**src/rtl/riscv_pkg.sv**
```systemverilog
// riscv_pkg
//   Shared types for the ID/EX operand stage.
//   XLEN        default datapath width
//   REG_ADDR_W  register index width
//   fwd_sel_e   which source feeds an EX operand
//   id_ex_t     index/flag fields of the ID/EX pipeline register
//               (the XLEN/CTRL_W-wide payload sits beside it in the top so
//               those widths can follow the module parameters)
//   reg_match   nonzero-register index compare used by hazard and forwarding logic
package riscv_pkg;

  localparam int XLEN       = 32;
  localparam int REG_ADDR_W = 5;

  typedef enum logic [1:0] {
    FWD_NONE = 2'd0,
    FWD_EXM  = 2'd1,
    FWD_WB   = 2'd2
  } fwd_sel_e;

  typedef struct packed {
    logic                  valid;
    logic [REG_ADDR_W-1:0] rd;
    logic                  rd_we;
    logic                  is_load;
    logic [REG_ADDR_W-1:0] rs1;
    logic [REG_ADDR_W-1:0] rs2;
  } id_ex_t;

  // x0 is hardwired zero, so it never matches a producer.
  function automatic logic reg_match(input logic [REG_ADDR_W-1:0] producer,
                                     input logic [REG_ADDR_W-1:0] consumer);
    return (producer != '0) && (producer == consumer);
  endfunction

endpackage

```
**src/rtl/operand_fwd_mux.sv**
```systemverilog
// operand_fwd_mux
//   Selects the EX value of one source operand: EX/MEM result, MEM/WB result,
//   or the value captured into ID/EX. EX/MEM is younger and wins.
// Ports
//   rs          in   source register index held in ID/EX
//   cap_val     in   operand captured at ID/EX load
//   exm_*       in   EX/MEM producer (valid, write enable, rd, data)
//   wb_*        in   MEM/WB write port (write enable, rd, data)
//   val         out  forwarded operand value
//   sel         out  source chosen for val
module operand_fwd_mux #(
  parameter int XLEN = 32
) (
  input  logic                 [4:0]      rs,
  input  logic                 [XLEN-1:0] cap_val,
  input  logic                            exm_valid,
  input  logic                            exm_rd_we,
  input  logic                 [4:0]      exm_rd,
  input  logic                 [XLEN-1:0] exm_data,
  input  logic                            wb_we,
  input  logic                 [4:0]      wb_rd,
  input  logic                 [XLEN-1:0] wb_data,
  output logic                 [XLEN-1:0] val,
  output riscv_pkg::fwd_sel_e             sel
);
  import riscv_pkg::*;

  always_comb begin
    sel = FWD_NONE;
    if (exm_valid && exm_rd_we && reg_match(exm_rd, rs)) begin
      sel = FWD_EXM;
    end else if (wb_we && reg_match(wb_rd, rs)) begin
      sel = FWD_WB;
    end
  end

  always_comb begin
    case (sel)
      FWD_EXM: val = exm_data;
      FWD_WB:  val = wb_data;
      default: val = cap_val;
    endcase
  end

endmodule

```
**src/rtl/id_ex_operand_stage.sv**
```systemverilog
// id_ex_operand_stage
//   Decode-to-execute operand stage. Drives regfile read addresses, captures
//   read data into the ID/EX register, forwards EX/MEM and MEM/WB results into
//   the EX operands, inserts a bubble on load-use hazards and applies
//   ex_stall backpressure and flush.
// Configuration macro: OPSTAGE_WB_BYPASS_EN
//   defined   : a same-cycle MEM/WB write to a source register is captured
//               directly (write-before-read bypass), no stall.
//   undefined : such a collision inserts a one-cycle bubble; ID retries once the
//               regfile holds the new value.
// Ports
//   clk, rst                     clock, synchronous active-high reset
//   id_*                         instruction in ID (valid, pc, rs1/rs2 + used, rd + we, is_load, ctrl)
//   rf_rs1_addr/rf_rs2_addr      regfile read addresses (= id_rs1/id_rs2)
//   rf_rs1_data/rf_rs2_data      regfile combinational read data
//   exm_valid/rd_we/rd/data      EX/MEM ALU result
//   wb_we/wb_rd/wb_data          MEM/WB write port
//   ex_stall, flush              EX backpressure, kill of the entering instruction
//   id_stall                     hold IF/ID this cycle
//   ex_valid/pc/rd/rd_we/is_load/ctrl  registered ID/EX contents
//   ex_rs1_val/ex_rs2_val        forwarded EX operands
module id_ex_operand_stage #(
  parameter int XLEN   = riscv_pkg::XLEN,
  parameter int CTRL_W = 16
) (
  input  logic              clk,
  input  logic              rst,
  input  logic              id_valid,
  input  logic [XLEN-1:0]   id_pc,
  input  logic [4:0]        id_rs1,
  input  logic [4:0]        id_rs2,
  input  logic              id_rs1_used,
  input  logic              id_rs2_used,
  input  logic [4:0]        id_rd,
  input  logic              id_rd_we,
  input  logic              id_is_load,
  input  logic [CTRL_W-1:0] id_ctrl,
  output logic [4:0]        rf_rs1_addr,
  output logic [4:0]        rf_rs2_addr,
  input  logic [XLEN-1:0]   rf_rs1_data,
  input  logic [XLEN-1:0]   rf_rs2_data,
  input  logic              exm_valid,
  input  logic              exm_rd_we,
  input  logic [4:0]        exm_rd,
  input  logic [XLEN-1:0]   exm_data,
  input  logic              wb_we,
  input  logic [4:0]        wb_rd,
  input  logic [XLEN-1:0]   wb_data,
  input  logic              ex_stall,
  input  logic              flush,
  output logic              id_stall,
  output logic              ex_valid,
  output logic [XLEN-1:0]   ex_pc,
  output logic [4:0]        ex_rd,
  output logic              ex_rd_we,
  output logic              ex_is_load,
  output logic [CTRL_W-1:0] ex_ctrl,
  output logic [XLEN-1:0]   ex_rs1_val,
  output logic [XLEN-1:0]   ex_rs2_val
);
  import riscv_pkg::*;

  id_ex_t            ex_reg, ex_next;
  logic [XLEN-1:0]   pc_reg, pc_next;
  logic [CTRL_W-1:0] ctrl_reg, ctrl_next;
  logic [XLEN-1:0]   rs1_cap_reg, rs1_cap_next;
  logic [XLEN-1:0]   rs2_cap_reg, rs2_cap_next;
  logic [XLEN-1:0]   cap1, cap2;
  logic              lu, wb_hz;

  assign rf_rs1_addr = id_rs1;
  assign rf_rs2_addr = id_rs2;

  // Load data is not available until after MEM, so a dependent instruction
  // in ID must wait one cycle and then pick the value up from MEM/WB.
  assign lu = ex_reg.valid & ex_reg.is_load & ex_reg.rd_we & id_valid &
              ((id_rs1_used & reg_match(ex_reg.rd, id_rs1)) |
               (id_rs2_used & reg_match(ex_reg.rd, id_rs2)));

`ifdef OPSTAGE_WB_BYPASS_EN
  assign wb_hz = 1'b0;
  assign cap1  = (wb_we && reg_match(wb_rd, id_rs1)) ? wb_data : rf_rs1_data;
  assign cap2  = (wb_we && reg_match(wb_rd, id_rs2)) ? wb_data : rf_rs2_data;
`else
  // Regfile read returns the pre-write value this cycle; retry next cycle.
  assign wb_hz = id_valid & wb_we &
                 ((id_rs1_used & reg_match(wb_rd, id_rs1)) |
                  (id_rs2_used & reg_match(wb_rd, id_rs2)));
  assign cap1  = rf_rs1_data;
  assign cap2  = rf_rs2_data;
`endif

  assign id_stall = ex_stall | lu | wb_hz;

  // Priority: flush, then hold on ex_stall, then bubble, then load.
  always_comb begin
    ex_next      = ex_reg;
    pc_next      = pc_reg;
    ctrl_next    = ctrl_reg;
    rs1_cap_next = rs1_cap_reg;
    rs2_cap_next = rs2_cap_reg;
    if (flush) begin
      ex_next.valid = 1'b0;
    end else if (!ex_stall) begin
      if (lu || wb_hz) begin
        ex_next.valid   = 1'b0;
        ex_next.rd_we   = 1'b0;
        ex_next.is_load = 1'b0;
      end else begin
        ex_next.valid   = id_valid;
        ex_next.rd      = id_rd;
        ex_next.rd_we   = id_rd_we;
        ex_next.is_load = id_is_load;
        ex_next.rs1     = id_rs1;
        ex_next.rs2     = id_rs2;
        pc_next         = id_pc;
        ctrl_next       = id_ctrl;
        rs1_cap_next    = cap1;
        rs2_cap_next    = cap2;
      end
    end
  end

  always_ff @(posedge clk) begin
    if (rst) begin
      ex_reg      <= '0;
      pc_reg      <= '0;
      ctrl_reg    <= '0;
      rs1_cap_reg <= '0;
      rs2_cap_reg <= '0;
    end else begin
      ex_reg      <= ex_next;
      pc_reg      <= pc_next;
      ctrl_reg    <= ctrl_next;
      rs1_cap_reg <= rs1_cap_next;
      rs2_cap_reg <= rs2_cap_next;
    end
  end

  // Forwarding is combinational on the held ID/EX contents, so an instruction
  // held by ex_stall keeps picking up producers as they drain.
  logic [4:0]      fwd_rs  [2];
  logic [XLEN-1:0] fwd_cap [2];
  logic [XLEN-1:0] fwd_val [2];
  fwd_sel_e        fwd_sel [2];

  assign fwd_rs[0]  = ex_reg.rs1;
  assign fwd_rs[1]  = ex_reg.rs2;
  assign fwd_cap[0] = rs1_cap_reg;
  assign fwd_cap[1] = rs2_cap_reg;

  for (genvar gi = 0; gi < 2; gi++) begin : g_fwd
    operand_fwd_mux #(.XLEN(XLEN)) u_mux (
      .rs        (fwd_rs[gi]),
      .cap_val   (fwd_cap[gi]),
      .exm_valid (exm_valid),
      .exm_rd_we (exm_rd_we),
      .exm_rd    (exm_rd),
      .exm_data  (exm_data),
      .wb_we     (wb_we),
      .wb_rd     (wb_rd),
      .wb_data   (wb_data),
      .val       (fwd_val[gi]),
      .sel       (fwd_sel[gi])
    );
  end

  // Selects are kept as named nets for waveform debug only.
  logic unused_fwd_sel;
  assign unused_fwd_sel = ^{fwd_sel[0], fwd_sel[1]};

  assign ex_rs1_val = fwd_val[0];
  assign ex_rs2_val = fwd_val[1];
  assign ex_valid   = ex_reg.valid;
  assign ex_pc      = pc_reg;
  assign ex_rd      = ex_reg.rd;
  assign ex_rd_we   = ex_reg.rd_we;
  assign ex_is_load = ex_reg.is_load;
  assign ex_ctrl    = ctrl_reg;

endmodule

```
**config.mk**
```make
export PLATFORM = sky130hd
export DESIGN_NAME = id_ex_operand_stage
export DESIGN_NICKNAME = d
export VERILOG_FILES = /design/src/rtl/riscv_pkg.sv /design/src/rtl/operand_fwd_mux.sv /design/src/rtl/id_ex_operand_stage.sv
export SDC_FILE = /design/constraint.sdc
export NUM_CORES = 1
export LEC_CHECK = 0
export CAP_MARGIN = 20
export CORE_AREA = 2 2 153 118
export CTS_CLUSTER_DIAMETER = 200
export DETAILED_ROUTE_END_ITERATION = 7
export DIE_AREA = 0 0 155 120
export PLACE_DENSITY_LB_ADDON = 0.25
export SYNTH_ARGS = -nofsm -noshare
export SYNTH_HDL_FRONTEND = slang
export SYNTH_SLANG_ARGS = --single-unit
export TNS_END_PERCENT = 10
```
**constraint.sdc**
```tcl
create_clock -name clk -period 5.53 [get_ports clk]
set_input_delay 0.553 -clock clk [delete_from_list [all_inputs] [get_ports clk]]
set_output_delay 0.553 -clock clk [all_outputs]
set_load 0.05 [all_outputs]
```
==> Word-level counts from Yosys, hierarchy flattened <==
Index checks and enable logic that the tools add are counted.
Widths: inputs -> output; s select.
{ "totals": {"word_cells": 67, "regBits": 130, "output_inout_bits": 131, "input_bits": 213} }
{ "op_classes": {"bitwise": 17, "n_reduce_logical": 20, "n_eq_ne": 12, "muxes": 8} }
{ "op_table": {"columns": ["cell", "count"], "rows": [
  ["$pmux 32 s2", 2],
  ["$eq 5x5->1", 8],
  ["$reduce_bool 5->1", 3],
  ["$logic_and 1x1->1", 13],
  ["$and 1x1->1", 10],
  ["$mux 2", 5],
  ["$eq 2x1->1 const B", 2],
  ["$eq 2x2->1 const B", 2],
  ["$or 1x1->1", 4],
  ["$not 1->1", 3],
  ["$reduce_and 3->1", 1],
  ["$reduce_and 2->1", 1],
  ["$reduce_or 2->1", 1],
  ["$logic_or 1x1->1", 1],
  ["$mux 1", 1]
]} }

==> Depth between registers and ports, before layout <==
{ "depth": {"ltp_word": 8, "ltp_mapped": 9, "depth_no_buf": 5} }

==> Modules after synthesis <==
Synthesis repeated with hierarchy kept, for this count alone.
{ "unflattened": {"cells_unflattened": 992, "hier_area_um2": 8525.7} }
{ "by_module_without_submodules": {"columns": ["module", "seq_area_each_um2", "cells_per_inst", "n_inst", "area_each_um2"], "rows": [
  ["id_ex_operand_stage", 2602.5, 618, 1, 6198.4],
  ["operand_fwd_mux", 0.0, 187, 2, 1163.6]
]} }

==> Worst setup path after synthesis <==
OpenSTA, ideal clock, no wires.
{ "synth_timing": {"path_type": "input -> output", "start": "input port wb_rd[1]", "end": "output port ex_rs1_val[10]", "arrival_ps": 2732, "path_slack_ps": 2245, "t_required_ps": 4977, "path_stages": 7, "path_buffers": 2, "path_cell_list": "clkbuf_1 xnor2_1 nand3_1 nor4_2 buf_2 mux2i_1 a21oi_1"} }
{ "synth_via": {"elab_chain_len": 7, "elab_cells_between_ends": 9, "cone_classes": "eq/ne: 3; mux: 3; reduce/logical: 3"} }
{ "synth_rtl": {"columns": ["item", "line_no", "source"], "rows": [
  ["start, declared", "id_ex_operand_stage.sv:47", "input logic [4:0] wb_rd,"],
  ["$eq 5x5->1 / $reduce_bool 5->1 (equally long branches)", "riscv_pkg.sv:33", "return (producer != '0) && (producer == consumer);"],
  ["$logic_and 1x1->1 *", "riscv_pkg.sv:33", null],
  ["$logic_and 1x1->1 *", "operand_fwd_mux.sv:32", "end else if (wb_we && reg_match(wb_rd, rs)) begin"],
  ["$mux 2 *", "operand_fwd_mux.sv:32", null],
  ["$mux 2 *", "operand_fwd_mux.sv:30", "if (exm_valid && exm_rd_we && reg_match(exm_rd, rs)) begin"],
  ["$eq 2x2->1 / $eq 2x1->1 (equally long branches)", "operand_fwd_mux.sv:38", "case (sel)"],
  ["$pmux 32 s2 *", "operand_fwd_mux.sv:38", null],
  ["end, declared", "id_ex_operand_stage.sv:58", "output logic [XLEN-1:0] ex_rs1_val,"]
]} }
Every way passes the cells marked *; elsewhere a longest branch is shown, timed or not.

==> Worst setup path in the final report <==
{ "layout_timing": {"start": "input port wb_rd[2]", "end": "output port ex_rs1_val[0]"} }
The elaborated chain is that of the path after synthesis.

==> results_dict.tcl <==
set metrics [dict create \
    rr_startpoint "ex_rd[4]" \
    finalSetupTns_ns 0 \
    p_int_mw 1.92 \
    reg2reg_slack_ns 2.60 \
    layout_common_cells "clkdlybuf4s50_1 (342), nand2b_1 (254), mux2i_1 (191)" \
    power_mw 2.79 \
    area_growth_syn_to_layout_pct 50.8 \
    cp.required_ns 4.98 \
    status "complete, no violations" \
    p_sw_share_pct 31.0 \
    synth.largest_area_cell "dfxtp_1" \
    grt_max_degree 98 \
    combPwrFrac_pct 26.0 \
    hold_slack_ns 0.471 \
    nNetsFinal 1370 \
    ctsResizeCount 0 \
    dp.cells 1358 \
    die_area_um2 18600 \
    netSwitchingPower_uw 864 \
    fmax_mhz 227 \
    htreeDepth 4 \
    cts_tree "done" \
    via_per_inst 4.93 \
    post_cts_buffers 0 \
    drc_errors 0 \
    p_clk_share_pct 37.4 \
    seqPwrFrac_pct 36.6 \
    period_share_pct 79.8 \
    rsz0062_at_grt "no" \
    die_w_um 155 \
    instances_no_fill 1391 \
    core_um2 17200 \
    postRouteAntennaNets 0 \
    synth_top_area_share_pct 33.5 \
    hold_buffers 0 \
    dr.pass1.iters 5 \
    wl_um 23000 \
    dp_hpwl_um 17100 \
    cp_data_arrival_time_ns 3.86 \
    synth_nets 1077 \
    reg2reg_depth 5 \
    grt_first_pass_wirelength_um 35700 \
    cts-buffers-inserted 17 \
    grt_pass1_vias 6722 \
    clk_root_buffer_cell "clkbuf_16" \
    syn_avg_cell_area_um2 8.98 \
    worst_slew_pin_slew_ns 0.816 \
    hold_depth 2 \
    overflow 0 \
    fin_skew_ns 0.0146 \
    synthTopCellsByArea "dfxtp_1 (34%), mux2i_1 (25%), nand2b_1 (20%)" \
    worstHoldPathType "flop to flop" \
    crit_path_start_kind "primary input" \
    drive_above_1_share_pct 4.19 \
    max-vdd-ir-drop_mv 0.182 \
    placed_cell_area_um2 11200 \
    cts.reportedPaths.clkPinSlew_ns 0.06 \
    synth_area_um2 7760 \
    maxCapViolations 0 \
    finalHoldViolations 0 \
    yosys_warnings 0 \
    worstReg2RegEnd "ex_pc[26]" \
    synth_seq_cells 130 \
    mostFrequentLayoutCell "clkdlybuf4s50_1" \
    wl_per_cell_um 16.6 \
    clockBufferDepth 2 \
    crit_type "primary input to output pin" \
    antenna_found_initial 2 \
    yosysSeqAreaShare_pct 33.5 \
    report.final.slew_viol_count 0 \
    setup-violations-final 0 \
    cts_sinks 130 \
    p_per_area_nw_per_um2 238 \
    portBuffers 343 \
    ios 344 \
    place_congestion 0.866 \
    yosys_most_used_dff "dfxtp_1" \
    relSlewSlack_pct 45.2 \
    drtIter0Drc 330 \
    syn_inst 864 \
    endpoint_kind "output pin" \
    min_to "ex_pc[18]" \
    worstHoldStart "ex_pc[18]" \
    netlist-cell-type-count 34 \
    async_flop_share_pct 0 \
    stdcell_area_um2 11700 \
    grt_util_all_layers_pct 24.4 \
    start_util_pct 45.2 \
    row_count 42 \
    cp_max_fo 27 \
    die_y_um 120 \
    clock_latency_ns 0.42 \
    synth_edf_count 0 \
    min_period_ns 4.41 \
    dr_total_vias 6851 \
    p_leak_nw 4.24 \
]
## cells in the mapped netlist, types with 2 or more instances
library cell	instances
clkbuf_1	41
nand2b_1	254
buf_8	3
buf_4	24
nor3_1	2
xor2_1	26
nand2_1	3
buf_2	10
o21ai_1	2
nor4_1	4
xnor2_1	14
a32oi_1	2
nor2_1	65
o221ai_1	4
nand3_1	2
dfxtp_1	130
nand4_1	2
mux2i_1	191
a21oi_1	66
nor4_2	2
and2_1	4
## metrics by stage
stage	setup WS (ns)	utilization, %
floorplan	2.24	-
global placement	1.18	64.9
detailed placement	1.12	64.9
CTS	1.09	68.1
global route	0.973	68.1
finish	1.12	68.1
## power groups by stage
stage / logic [mW] / registers (mW) / clock network, mW
after floorplan: 0.363 / 1.10 / 0
after detailed placement: 0.726 / 1.04 / 0
after CTS: 0.730 / 1.02 / 1.07
after global placement: 0.720 / 1.04 / 0
final: 0.725 / 1.02 / 1.04
after global routing: 0.768 / 1.03 / 1.10
## worst max-delay path by stage
stage              from        endpoint
2_1_floorplan  wb_rd[1]  ex_rs1_val[10]
3_3_place_gp   wb_rd[0]   ex_rs1_val[0]
3_5_place_dp   wb_rd[2]   ex_rs1_val[0]
4_1_cts        wb_rd[2]   ex_rs1_val[0]
5_1_grt        wb_rd[2]   ex_rs1_val[0]
6_report       wb_rd[2]   ex_rs1_val[0]
## cell families after synthesis
| logic type | count (synthesis) | synth area share, % |
|---|---|---|
| and+or+nand+nor | 344 | 25.7 |
| muxes | 191 | 24.6 |
| DFF | 130 | 33.5 |
| buffers and inverters | 81 | 5.98 |
| AOI/OAI and AO/OA | 78 | 5.59 |
| xor gates and xnor gates | 40 | 4.51 |
## metal layers
metal	routed length, µm	vias up	GRT usage, %
met3	2080	31	9.71
met4	449	0	7.52
met2	10800	224	40.3
li1	-	3462	-
met5	0	-	0
met1	9680	3134	29.2
## area by class of cell
| class | count | area, µm² |
|---|---|---|
| fillers | 1425 | 5480 |
| multi-input cells | 653 | 4720 |
| repair buffers | 354 | 3550 |
| flip-flops and latches | 130 | 2600 |
| clock buffers | 19 | 443 |
| well taps | 220 | 275 |
| clock inverters | 13 | 104 |
| inverters | 1 | 3.75 |
| diodes | 1 | 2.50 |
## worst max-delay path: stages
cell and delay, ns:
clkdlybuf4s50_1 0.65, or4_4 0.20, o21ai_1 0.13, nor4_4 0.79, buf_12 0.31, mux2i_1 0.12
a21oi_1 0.23, clkdlybuf4s50_1 0.85
Power figures use the tool's default switching activity.
